--- src/rtl/txn_pkg.sv ---
// Shared encodings for the transaction sequencing controller: FSM states,
// datapath process codes and held status codes.
package txn_pkg;

   typedef enum logic [3:0] {
      S_IDLE        = 4'd0,
      S_FETCH       = 4'd1,
      S_LATCH       = 4'd2,
      S_WAIT_PLAYER = 4'd3,
      S_WAIT_AMOUNT = 4'd4,
      S_CHK_AMOUNT  = 4'd5,
      S_WAIT_KEY    = 4'd6,
      S_CHK_KEY     = 4'd7,
      S_COMMIT      = 4'd8,
      S_DONE        = 4'd9
   } state_t;

   localparam logic [2:0] PROC_IDLE   = 3'b000;
   localparam logic [2:0] PROC_AMOUNT = 3'b001;
   localparam logic [2:0] PROC_KEY    = 3'b010;
   localparam logic [2:0] PROC_COMMIT = 3'b011;

   localparam logic [1:0] ST_NONE       = 2'b00;
   localparam logic [1:0] ST_OK         = 2'b01;
   localparam logic [1:0] ST_BAD_AMOUNT = 2'b10;
   localparam logic [1:0] ST_BAD_KEY    = 2'b11;

   // Datapath step code presented while the FSM sits in a given state.
   function automatic logic [2:0] proc_of(state_t s);
      case (s)
         S_CHK_AMOUNT: proc_of = PROC_AMOUNT;
         S_CHK_KEY:    proc_of = PROC_KEY;
         S_COMMIT:     proc_of = PROC_COMMIT;
         default:      proc_of = PROC_IDLE;
      endcase
   endfunction

endpackage

--- src/rtl/transaction_control_step_timer.sv ---
// Clearable, saturating 8-bit cycle counter; tc_o flags count_o == limit_i.
module step_timer
   import txn_pkg::*;
(
   input  logic       clock,
   input  logic       reset,
   input  logic       clear_i,
   input  logic [7:0] limit_i,
   output logic [7:0] count_o,
   output logic       tc_o
);

   logic [7:0] count_q;
   logic [7:0] count_d;

   // Next count: restart on clear, otherwise count up and stick at all-ones.
   always_comb begin
      count_d = count_q;
      if (clear_i) begin
         count_d = 8'd0;
      end else if (count_q != 8'hFF) begin
         count_d = count_q + 8'd1;
      end else begin
         count_d = count_q;
      end
   end

   // Count register.
   always_ff @(posedge clock or posedge reset) begin
      if (reset) begin
         count_q <= 8'd0;
      end else begin
         count_q <= count_d;
      end
   end

   assign count_o = count_q;
   assign tc_o    = (count_q == limit_i);

endmodule

--- src/rtl/transaction_control.sv ---
// Transfer sequencing FSM driving the transaction datapath and ledger memory.
// Optional key retry is compiled in with TXN_KEY_RETRY_EN.
module transaction_control
   import txn_pkg::*;
#(
   parameter int CHECK_TIMEOUT = 255,
   parameter int MEM_LATENCY   = 1,
   parameter int MAX_KEY_TRIES = 3
) (
   input  logic       clock,
   input  logic       reset,
   input  logic       go,
   input  logic       confirm,
   input  logic       cancel,
   input  logic       done_step,
   output logic [2:0] process,
   output logic       load_player,
   output logic       load_amount,
   output logic       load_key,
   output logic       load_register,
   output logic       mem_read,
   output logic       mem_write,
   output logic       busy,
   output logic [1:0] status
);

   localparam logic [7:0] FETCH_WAIT = 8'(MEM_LATENCY);
   localparam logic [7:0] TIMEOUT    = 8'(CHECK_TIMEOUT);

   state_t     state_q, state_d;
   logic [1:0] status_q, status_d;
   logic [2:0] process_q, process_d;
   logic       busy_q, busy_d;
   logic       mem_read_q, mem_read_d;
   logic       mem_write_q, mem_write_d;
   logic       load_register_q, load_register_d;
   logic       load_player_q, load_player_d;
   logic       load_amount_q, load_amount_d;
   logic       load_key_q, load_key_d;
   logic [7:0] count_s;
   logic       timeout_s;
   logic       timer_clear_s;
   logic       check_pass_s;

`ifdef TXN_KEY_RETRY_EN
   localparam logic [3:0] MAX_TRIES = 4'(MAX_KEY_TRIES);
   logic [2:0] tries_q, tries_d;
`endif

   assign timer_clear_s = (state_d != state_q);
   // A done_step seen in the first cycle of a check belongs to the previous step.
   assign check_pass_s  = done_step && (count_s != 8'd0);
   assign busy_d        = (state_d != S_IDLE);
   assign process_d     = proc_of(state_d);

   step_timer u_step_timer (
      .clock   (clock),
      .reset   (reset),
      .clear_i (timer_clear_s),
      .limit_i (TIMEOUT),
      .count_o (count_s),
      .tc_o    (timeout_s)
   );

   // Next-state, next-status and strobe decode.
   always_comb begin
      state_d         = state_q;
      status_d        = status_q;
      mem_read_d      = 1'b0;
      mem_write_d     = 1'b0;
      load_register_d = 1'b0;
      load_player_d   = 1'b0;
      load_amount_d   = 1'b0;
      load_key_d      = 1'b0;
`ifdef TXN_KEY_RETRY_EN
      tries_d         = tries_q;
`endif
      if (cancel && (state_q != S_IDLE)) begin
         state_d = S_IDLE;
      end else begin
         case (state_q)
            S_IDLE: begin
`ifdef TXN_KEY_RETRY_EN
               tries_d = 3'd0;
`endif
               if (go) begin
                  state_d    = S_FETCH;
                  status_d   = ST_NONE;
                  mem_read_d = 1'b1;
               end else begin
                  state_d = S_IDLE;
               end
            end
            S_FETCH: begin
               if (count_s == FETCH_WAIT) begin
                  state_d         = S_LATCH;
                  load_register_d = 1'b1;
               end else begin
                  state_d = S_FETCH;
               end
            end
            S_LATCH: state_d = S_WAIT_PLAYER;
            S_WAIT_PLAYER: begin
               if (confirm) begin
                  state_d       = S_WAIT_AMOUNT;
                  load_player_d = 1'b1;
               end else begin
                  state_d = S_WAIT_PLAYER;
               end
            end
            S_WAIT_AMOUNT: begin
               if (confirm) begin
                  state_d       = S_CHK_AMOUNT;
                  load_amount_d = 1'b1;
               end else begin
                  state_d = S_WAIT_AMOUNT;
               end
            end
            S_CHK_AMOUNT: begin
               if (check_pass_s) begin
                  state_d = S_WAIT_KEY;
               end else if (timeout_s) begin
                  state_d  = S_DONE;
                  status_d = ST_BAD_AMOUNT;
               end else begin
                  state_d = S_CHK_AMOUNT;
               end
            end
            S_WAIT_KEY: begin
               if (confirm) begin
                  state_d    = S_CHK_KEY;
                  load_key_d = 1'b1;
               end else begin
                  state_d = S_WAIT_KEY;
               end
            end
            S_CHK_KEY: begin
               if (check_pass_s) begin
                  state_d = S_COMMIT;
               end else if (timeout_s) begin
`ifdef TXN_KEY_RETRY_EN
                  if (({1'b0, tries_q} + 4'd1) >= MAX_TRIES) begin
                     state_d  = S_DONE;
                     status_d = ST_BAD_KEY;
                  end else begin
                     state_d = S_WAIT_KEY;
                     tries_d = tries_q + 3'd1;
                  end
`else
                  state_d  = S_DONE;
                  status_d = ST_BAD_KEY;
`endif
               end else begin
                  state_d = S_CHK_KEY;
               end
            end
            S_COMMIT: begin
               // First cycle lets the datapath settle; the write lands on the second.
               if (count_s == 8'd0) begin
                  mem_write_d = 1'b1;
               end else begin
                  state_d  = S_DONE;
                  status_d = ST_OK;
               end
            end
            S_DONE:  state_d = S_IDLE;
            default: state_d = S_IDLE;
         endcase
      end
   end

   // State, status and registered output stage.
   always_ff @(posedge clock or posedge reset) begin
      if (reset) begin
         state_q         <= S_IDLE;
         status_q        <= ST_NONE;
         process_q       <= PROC_IDLE;
         busy_q          <= 1'b0;
         mem_read_q      <= 1'b0;
         mem_write_q     <= 1'b0;
         load_register_q <= 1'b0;
         load_player_q   <= 1'b0;
         load_amount_q   <= 1'b0;
         load_key_q      <= 1'b0;
`ifdef TXN_KEY_RETRY_EN
         tries_q         <= 3'd0;
`endif
      end else begin
         state_q         <= state_d;
         status_q        <= status_d;
         process_q       <= process_d;
         busy_q          <= busy_d;
         mem_read_q      <= mem_read_d;
         mem_write_q     <= mem_write_d;
         load_register_q <= load_register_d;
         load_player_q   <= load_player_d;
         load_amount_q   <= load_amount_d;
         load_key_q      <= load_key_d;
`ifdef TXN_KEY_RETRY_EN
         tries_q         <= tries_d;
`endif
      end
   end

   assign process       = process_q;
   assign busy          = busy_q;
   assign status        = status_q;
   assign mem_read      = mem_read_q;
   assign mem_write     = mem_write_q;
   assign load_register = load_register_q;
   assign load_player   = load_player_q;
   assign load_amount   = load_amount_q;
   assign load_key      = load_key_q;

endmodule

--- config.mk ---
export PLATFORM = sky130hd
export DESIGN_NAME = transaction_control
export DESIGN_NICKNAME = d
export VERILOG_FILES = /design/src/rtl/txn_pkg.sv /design/src/rtl/transaction_control_step_timer.sv /design/src/rtl/transaction_control.sv
export SDC_FILE = /design/constraint.sdc
export NUM_CORES = 1
export LEC_CHECK = 0
export ABC_CLOCK_PERIOD_IN_PS = 6000
export CAP_MARGIN = 20
export CORE_AREA = 2 2 71 73
export CTS_CLUSTER_DIAMETER = 100
export DETAILED_ROUTE_END_ITERATION = 12
export DIE_AREA = 0 0 73 75
export DONT_BUFFER_PORTS = 1
export PLACE_DENSITY_LB_ADDON = 0.12
export SYNTH_ARGS = -nofsm -noshare
export SYNTH_HDL_FRONTEND = slang
export SYNTH_HIERARCHICAL = 1
export SYNTH_SLANG_ARGS = --single-unit
export TNS_END_PERCENT = 20
--- constraint.sdc ---
create_clock -name clock -period 6 [get_ports clock]
set_input_delay 0.9 -clock clock [delete_from_list [all_inputs] [get_ports clock]]
set_output_delay 0.9 -clock clock [all_outputs]
set_load 0.02 [all_outputs]
==> qor.txt <==
Ant. Diodes: 0
Required time of the worst setup path: 6.16 ns
Worst-Skew Late Latency: 0.26 ns
Outcome: finished, final reports clean
Clock Skew: 0.004447 ns
H-tree depth: 1
Timing-limited maximum frequency: 347.6 MHz
Number of vias per cell: 5.689
Final number of max-transition violations: 0
Setup-violating endpoint count in the final report: 0
Total negative slack for setup checks: 0 ns
Residual overflow from global routing: 0
Initial drt markers: 133
Commonest non-fill, non-tap cell in the layout: sky130_fd_sc_hd__dfrtp_1
Half-perimeter wire length after detailed placement: 2.791 mm
Initial antenna violation count: 0
Post-CTS setup-driven buffer insertion count: 0
Number of buffers created by CTS: 3
Leakage power summed over all cells: 0.0006602 uW
Net count of the finished layout: 189
Quantity of I/O buffers inserted on ports: 0
Maximum count of clock buffers along a single path: 2
Post-Route WL: 3.801 mm
Netlist area before placement: 1582 um2
Yosys reg bits: 23
Vias in the first global route: 1250
Final critical-path required period: 2.877 ns
Slew Limit Headroom: 61.73%
Number of routed nets with antenna violations: 0
Distinct cell type count of the synthesized netlist: 55
Row Count: 25
Sequential area share after synthesis: 36.39%
Hold-fix buffers at CTS: 0
First-pass iteration count of the detailed router: 4
Routed wire length per instance: 16.17 um
Overall power of the completed layout: 654.8 uW
Area inside the core boundary: 4661 um2
Final core utilization: 35.25%
IR drop worst, VDD: 0.0001163 V
Vias post-DR: 1337
Data arrival time at the worst-slack endpoint: 3.04 ns
Fillers: 507
Wire length on met1: 1.636 mm
Global-route wire length before repair: 6.423 mm
Critical Path Start Type: register
Worst setup path class: reg2reg
Fraction of the cycle the final worst path needs: 47.95%
Total of max-cap violations: 0
Maximum net fanout on the critical path: 11
Effective utilization at floorplan: 33.93%
CTS tree: done
Layout overhead on the synthesized area: 3.877%
Synthesized instance count: 185
Type of the worst min-delay path: in2async
Top-Level Pins: 18
Clk Tree Root Cell: sky130_fd_sc_hd__clkbuf_8
Clock sink count: 23
Maximum number of pins on one net before global-route repair: 20
Number of warnings printed during yosys synthesis: 6
Highest metal layer used by the detailed router: met4
Count of cells resized by post-cts repair: 0
Area of the die: 5475 um2
Dominant synthesized flop cell: sky130_fd_sc_hd__dfrtp_1
Final weighted congestion of routability-driven global placement: 0.8584
Clock slew seen by the registers of the worst setup and hold paths: 0.09 ns
Chip Width: 73 um
RSZ-0062 raised after global routing: false
Fraction of registers with async set or reset after synthesis: 100.0%
Cell Area, Placed: 1597 um2
Die Y: 75 um
GRT Resource Usage Total: 15.13%
Endpoint kind of the worst setup timing path: register
Least-Margin Pin Slew: 0.5702 ns
Commonest cells after routing, fill and taps aside: 23 x sky130_fd_sc_hd__dfrtp_1, 16 x sky130_fd_sc_hd__nor3_1, 14 x sky130_fd_sc_hd__nor2_1, 14 x sky130_fd_sc_hd__nand2_1, 12 x sky130_fd_sc_hd__a21oi_1
Share of layout cells above drive strength 1: 8.287%
Power Density: 398.6 nW/um2
Number of enable-type register cells in the synthesized netlist: 0
DRC: 0
Syn Area/Cell: 8.549 um2
Count of endpoints failing hold in the final timing report: 0
Met2 wire len: 1.927 mm
Final Instance Area: 1643 um2
Routed length on met3: 160 um
[metal layers]
metal	global-route usage, %	up-vias
met5	0	-
met1	18.79	642
met4	6.173	0
met2	26.23	33
li1	-	656
met3	2.410	6
[cell usage after synthesis (2+ instances only)]
cell | instances | area [um2]
sky130_fd_sc_hd__a21oi_1 | 12 | 60.06
sky130_fd_sc_hd__a31oi_1 | 6 | 37.54
sky130_fd_sc_hd__and2_1 | 2 | 12.51
sky130_fd_sc_hd__and2b_1 | 2 | 15.01
sky130_fd_sc_hd__and3_1 | 3 | 18.77
sky130_fd_sc_hd__buf_2 | 6 | 30.03
sky130_fd_sc_hd__buf_4 | 4 | 30.03
sky130_fd_sc_hd__clkbuf_1 | 4 | 15.01
sky130_fd_sc_hd__conb_1 | 2 | 7.510
sky130_fd_sc_hd__dfrtp_1 | 23 | 575.6
sky130_fd_sc_hd__inv_1 | 5 | 18.77
sky130_fd_sc_hd__mux2_1 | 2 | 22.52
sky130_fd_sc_hd__nand2_1 | 14 | 52.55
sky130_fd_sc_hd__nand3_1 | 10 | 50.05
sky130_fd_sc_hd__nand4_1 | 6 | 37.54
sky130_fd_sc_hd__nor2_1 | 14 | 52.55
sky130_fd_sc_hd__nor3_1 | 16 | 80.08
sky130_fd_sc_hd__o211ai_1 | 2 | 15.01
sky130_fd_sc_hd__o21ai_0 | 7 | 35.03
sky130_fd_sc_hd__o22ai_1 | 2 | 12.51
sky130_fd_sc_hd__or3_1 | 2 | 12.51
sky130_fd_sc_hd__xnor2_1 | 8 | 70.07
[per-stage QoR]
step	setup WS [ns]	hold WS, ns	cells
floorplan	3.560	0.5600	192
global placement	3.172	0.6241	231
detailed placement	3.041	0.6314	231
CTS	3.092	0.4741	235
global route	2.883	0.4732	235
finish	3.123	0.4633	235
[worst max-delay path: stages (launching register included)]
cell	delay (ns)
sky130_fd_sc_hd__dfrtp_1	0.53
sky130_fd_sc_hd__nor4_4	0.44
sky130_fd_sc_hd__a21boi_2	0.20
sky130_fd_sc_hd__mux2_2	0.28
sky130_fd_sc_hd__nand2_1	0.08
sky130_fd_sc_hd__a2111oi_0	0.39
sky130_fd_sc_hd__nand4_1	0.51
sky130_fd_sc_hd__a2111oi_4	0.35
[report_power, final]
group          switching (uW)  internal (uW)
clock                    53.1           46.4
sequential               90.8            189
combinational             166            110
total                     310            345
[worst paths after layout]
path | endpoint | cells after the start | slack [ns] | start
setup / recovery | u_step_timer/count_o[5]$_DFFE_PP0P_ | 7 | 3.12 | u_step_timer/count_o[2]$_DFFE_PP0P_
setup reg to reg | u_step_timer/count_o[5]$_DFFE_PP0P_ | 7 | 3.12 | u_step_timer/count_o[2]$_DFFE_PP0P_
min in group clock | status[0]$_DFFE_PP0P_ | 1 | 0.66 | status[0]$_DFFE_PP0P_
hold / removal | u_step_timer/count_o[2]$_DFFE_PP0P_ | 1 | 0.46 | reset
max in group asynchronous | load_amount$_DFF_PP0_ | 1 | 5.06 | reset
hold reg to reg | status[0]$_DFFE_PP0P_ | 1 | 0.66 | status[0]$_DFFE_PP0P_
[cell type report]
type / instances / area (um2) / share of cell area, %
multi-input combinational: 149 / 934.6 / 56.89
sequential: 23 / 575.6 / 35.03
tap: 54 / 67.56 / 4.113
clock buffer: 3 / 41.29 / 2.513
inverter: 5 / 18.77 / 1.142
clock inverter: 1 / 5.005 / 0.3046
[cells by family (layout without fill, tap and decap cells)]
kind of cell	Yosys count	after routing	synth area share (%)
mux	4	4	2.769
simple gates	83	83	29.04
flops	23	23	36.39
xor+xnor	8	8	4.431
buf+inv	20	9	6.171
other cells	2	9	0.4749
fa+ha+maj	1	1	0.7910
compound gates	44	44	19.94
[sequential cells by signal, indices dropped and copies added (netlist names)]
name,flops
u_step_timer/count_o,8
state_q,4
status,2
load_amount,1
load_register,1
load_key,1
busy,1
process,2
mem_read,1
mem_write,1
load_player,1
Note: power is estimated with default switching activity, not from simulation.
